<file path="config.mk">
export PLATFORM = sky130hd
export DESIGN_NAME = race_tx_scheduler
export DESIGN_NICKNAME = d
export VERILOG_FILES = /design/src/rtl/race_tx_scheduler.sv
export SDC_FILE = /design/constraint.sdc
export NUM_CORES = 1
export LEC_CHECK = 0
export CAP_MARGIN = 20
export CORE_MARGIN = 5
export CORE_UTILIZATION = 45
export CTS_BUF_LIST = sky130_fd_sc_hd__clkbuf_8
export DETAILED_ROUTE_END_ITERATION = 6
export GPL_TIMING_DRIVEN = 0
export MAX_ROUTING_LAYER = met4
export PLACE_DENSITY = 0.73
export SLEW_MARGIN = 20
export SYNTH_ARGS = -nofsm -noshare
export SYNTH_HDL_FRONTEND = slang
export SYNTH_SLANG_ARGS = --single-unit
</file>
<file path="constraint.sdc">
create_clock -name clk_in -period 2.8 [get_ports clk_in]
set_input_delay 0.7 -clock clk_in [delete_from_list [all_inputs] [get_ports clk_in]]
set_output_delay 0.7 -clock clk_in [all_outputs]
set_load 0.05 [all_outputs]
</file>
<file path="src/rtl/race_tx_scheduler.sv">
// rtl/race_tx_scheduler.sv - schedules player-state packets into the Ethernet transmit block
// Periodic and urgent sends, snapshot of player state, valid/ready/done handshake with timeout.
module race_tx_scheduler #(
  parameter int PERIOD       = 500000,
  parameter int TIMEOUT      = 4096,
  parameter int RESET_REPEAT = 3
) (
  input  logic        clk_in,
  input  logic        rst_in,
  input  logic [10:0] player_x,
  input  logic [10:0] player_y,
  input  logic [8:0]  direction,
  input  logic [2:0]  game_stat,
  input  logic        reset_req,
  input  logic        tx_ready,
  input  logic        tx_done,
  output logic        tx_valid,
  output logic [43:0] tx_data,
  output logic        busy,
  output logic [15:0] sent_count,
  output logic [7:0]  timeout_count
);

  localparam int PW = $clog2(PERIOD);
  localparam int TW = $clog2(TIMEOUT);
  localparam int RW = $clog2(RESET_REPEAT + 1);
  localparam logic [PW-1:0] P_LAST = PW'(PERIOD - 1);
  localparam logic [TW-1:0] T_LAST = TW'(TIMEOUT - 1);
  localparam logic [RW-1:0] R_LOAD = RW'(RESET_REPEAT);

  typedef enum logic [2:0] {IDLE, SNAP, REQ, WAIT, HOLD} state_t;

  state_t        state;
  logic [PW-1:0] period_cnt;
  logic [TW-1:0] to_cnt;
  logic [RW-1:0] rst_cnt;
  logic [2:0]    seq;
  logic [2:0]    last_stat;
  logic          tick_pend;
  logic          urg_pend;
  logic          hold_cnt;

  logic       tick;
  logic       go;
  logic       accept;
  logic       wait_end;
  logic [2:0] stat_ref;
  logic       stat_event;

  assign tick     = (period_cnt == P_LAST);
  assign go       = (state == IDLE) && (tick_pend || urg_pend);
  assign accept   = (state == REQ) && tx_valid && tx_ready;
  assign wait_end = (state == WAIT) && (tx_done || to_cnt == T_LAST);
  // While offering, compare against the snapshot so the packet in flight doesn't retrigger itself.
  assign stat_ref   = (state == REQ) ? tx_data[7:5] : last_stat;
  assign stat_event = (state != SNAP) && (game_stat != stat_ref);

  always_ff @(posedge clk_in or negedge rst_in) begin
    if (!rst_in) begin
      state         <= IDLE;
      period_cnt    <= '0;
      to_cnt        <= '0;
      rst_cnt       <= '0;
      seq           <= '0;
      last_stat     <= '0;
      tick_pend     <= 1'b0;
      urg_pend      <= 1'b0;
      hold_cnt      <= 1'b0;
      tx_valid      <= 1'b0;
      tx_data       <= '0;
      busy          <= 1'b0;
      sent_count    <= '0;
      timeout_count <= '0;
    end else begin
      period_cnt <= tick ? '0 : period_cnt + 1'b1;
      tick_pend  <= go ? 1'b0 : (tick_pend | tick);

      // Leaving IDLE consumes every pending reason; the snapshot covers them all.
      if (go)
        urg_pend <= 1'b0;
      else if (reset_req || stat_event || (wait_end && rst_cnt != '0))
        urg_pend <= 1'b1;

      if (reset_req)
        rst_cnt <= R_LOAD;
      else if (accept && rst_cnt != '0)
        rst_cnt <= rst_cnt - 1'b1;

      case (state)
        IDLE: begin
          if (go) begin
            state <= SNAP;
            busy  <= 1'b1;
          end
        end
        SNAP: begin
          tx_data  <= {player_x, 1'b0, player_y, 1'b0, direction, 3'b000,
                       game_stat, 1'b0, (rst_cnt != '0), seq};
          tx_valid <= 1'b1;
          state    <= REQ;
        end
        REQ: begin
          if (accept) begin
            tx_valid  <= 1'b0;
            seq       <= seq + 1'b1;
            last_stat <= tx_data[7:5];
            to_cnt    <= '0;
            state     <= WAIT;
          end
        end
        WAIT: begin
          if (tx_done) begin
            sent_count <= sent_count + 1'b1;
            hold_cnt   <= 1'b0;
            state      <= HOLD;
          end else if (to_cnt == T_LAST) begin
            if (timeout_count != 8'hff)
              timeout_count <= timeout_count + 1'b1;
            hold_cnt <= 1'b0;
            state    <= HOLD;
          end else begin
            to_cnt <= to_cnt + 1'b1;
          end
        end
        HOLD: begin
          if (hold_cnt) begin
            state <= IDLE;
            busy  <= 1'b0;
          end else begin
            hold_cnt <= 1'b1;
          end
        end
        default: begin
          state <= IDLE;
          busy  <= 1'b0;
        end
      endcase
    end
  end

endmodule

</file>
==> metrics.txt <==
largest family of logic cells by synthesized area=simple AND/OR/NAND/NOR gates; setup_tns=0 ns; share of layout cells above drive strength 1=14.8%; routability congestion estimate=0.802; CTS Buf Count=9; Global Route Usage Sum=16.7%; CP max FO=10; chip width=114 um; CTS sink count=109; CTS root buf=clkbuf_8; Max Cap Viol=0; dpl hpwl=7.38 mm; CP Launch Type=input port; Initial Util=45.5%; YS warnings=0; Skew-Pair Late Insertion Delay=0.36 ns; FFs w/ async S/R, synth=100%; Post-Synth Simple-Gate Area=17.5%; Overflow after GRT=0; DRT Pass-1 Iters=4; Post-synth top cells=dfrtp_1, nand2_1, mux2_2; 1st-iter DRT viols=113; pin count of the biggest net entering global routing=62; Arr. time, crit path=2.66 ns; Seq cells post-synth=109; Post-Synth Adder-Cell Area=1.54%; CORE AREA=10,700 sq um; Post-Syn Area=4860 sq um; worst path required time=3.06 ns; CTS max path bufs=2; n_diodes=0; fill cell count=923; Max VDD drop=0.718 mV; Peak Freq=0.418 GHz; Reg clk slew, reported paths=0.10 ns; xor-xnor portion of the synthesized cell area=9.00%; Leak=2.77 nW; final core occ=59.2%; initial antenna violation count=0; # rows=38; final hold vios=0; leading cell type by number of instances after synthesis=dfrtp_1; count of input and output buffers=102; layout net count=587; vias in the first global route=3,690; Hold Crit Class=in2async; area grow syn2layout=30.1%; DRC Markers=0; Synth top area share=56.1%; RSZ-0062 raised after global routing=false; sequential share of the synthesized area=56.1%; CTS tree=done; Final min period=2.39 ns; overall power=6.25 mW; Die Area=13,000 sq um; DR vias=3,483; Mean Syn Cell Area=11.5 sq um; CP endpoint kind=flip-flop; ANT nets after route=0; compound-gate portion of the synthesized area=3.11%; H-tree depth=3; Yosys top cell by area=dfrtp_1; setup ws final=0.406 ns; first-pass GRT wire length=17.3 mm; Tcrit/Tclk final=85.5%; Worst-Margin Slew=0.734 ns; Post-Place Setup Slack=0.00658 ns; EDFF count, synth=0; postcts setup bufs=0; Synth area leaders=dfrtp_1, mux2_2, xnor2_1; vias per cell=5.07; skew final=0.0123 ns; Cell Pwr Density=987 nW/um^2; Max Transition Viols Final=0; total I/O pin count=109; DR WL/cell=14.5 um; CTS Hold Buffers Added=0; Gates resized, CTS repair=0; status=finished clean; critical path class=in2reg; headroom to the max-slew limit=50.9%; worst hold slack=0.255 ns; Netlist cell types=48; drt total wl=9.94 mm; Final setup viols=0; Chip Height=114 um; Gate Count Post-Synth=423; dominant synthesized flop cell=dfrtp_1; mux cell area share after synthesis=10.0%
## path summary, 6_finish.rpt
path                                       startpoint                          to  slack (ns)  cells after the start
setup reg to reg                to_cnt[0]$_DFFE_PN0P_       to_cnt[9]$_DFFE_PN0P_        0.57                      6
max in group asynchronous                      rst_in     tx_data[28]$_DFFE_PN0P_        1.89                      2
hold reg to reg            sent_count[15]$_DFFE_PN0P_  sent_count[15]$_DFFE_PN0P_        0.48                      1
setup / recovery                              tx_done       to_cnt[9]$_DFFE_PN0P_        0.41                      6
hold / removal                                 rst_in      tx_data[2]$_DFFE_PN0P_        0.25                      1
min in group clk_in        sent_count[15]$_DFFE_PN0P_  sent_count[15]$_DFFE_PN0P_        0.48                      1
## cells by family after synthesis
group	count (synthesis)
flip-flops	109
multiplexers	44
XOR/XNOR	50
AO/OA/AOI/OAI	24
other	1
adder cells (fa/ha/maj)	6
buffers and inverters	26
AND/OR/NAND/NOR	163
## layer usage
layer / global-route usage, % / vias up / wire length (um)
met3: 4.14 / 13 / 639
met5: - / - / 0
met4: 5.38 / 0 / 150
met2: 27.1 / 92 / 4810
met1: 20.7 / 1709 / 4340
li1: - / 1669 / -
## cell usage in the layout (no fill, tap or decap), drive strengths merged, types with 2 or more instances in the layout
cell type | Yosys | layout
mux2i | 6 | 6
or2 | 2 | 2
buf | 15 | 17
ha | 6 | 6
nand2 | 45 | 45
and3b | 2 | 2
nand4 | 10 | 10
a21oi | 6 | 6
xnor2 | 31 | 31
inv | 7 | 9
mux2 | 38 | 38
bufinv | 0 | 2
xor2 | 19 | 19
dfrtp | 109 | 109
and3 | 9 | 9
a211oi | 2 | 2
nor2b | 4 | 4
nor4b | 2 | 2
and4 | 2 | 2
nor3b | 4 | 4
clkinv | 0 | 3
nand3 | 21 | 21
nand2b | 3 | 3
nor4 | 7 | 7
nor3 | 8 | 8
clkbuf | 4 | 13
conb | 1 | 6
nor2 | 37 | 37
clkdlybuf4s50 | 0 | 101
o21ai | 9 | 9
## worst max-delay path: stages
cell	delay, ns
clkdlybuf4s50_1	0.51
nor2b_1	0.20
o21ai_2	0.17
nor4_1	0.66
a21boi_0	0.19
o21a_1	0.21
## sequential cells by signal (all words and copies together), names as in the netlist
| name | cells |
|---|---|
| period_cnt | 19 |
| urg_pend | 1 |
| timeout_count | 8 |
| to_cnt | 12 |
| rst_cnt | 2 |
| tick_pend | 1 |
| busy | 1 |
| sent_count | 16 |
| state | 3 |
| tx_data | 38 |
| hold_cnt | 1 |
| seq | 3 |
| tx_valid | 1 |
| last_stat | 3 |
## report_power, final
group,internal [mW],switching (mW),total [mW]
Sequential,1.99,0.281,2.27
Clock,0.509,0.529,1.04
Combinational,1.13,1.81,2.94
## per-stage QoR
stage	std cells	cell area (sq um)
after detailed placement	671	6110
after global placement	670	6080
after floorplan	428	4880
after global routing	687	6330
final	687	6330
after CTS	687	6330
## final cells by class
class	instances	area, sq um	area share (%)
inverter	7	26.3	0.415
sequential	109	2730	43.1
clock inverter	7	98.8	1.56
buffer	19	105	1.66
clock buffer	9	124	1.96
timing repair buffer	103	1050	16.6
multi-input combinational	293	2020	32.0
tap	140	175	2.77
(Power assumes the default switching activity.)
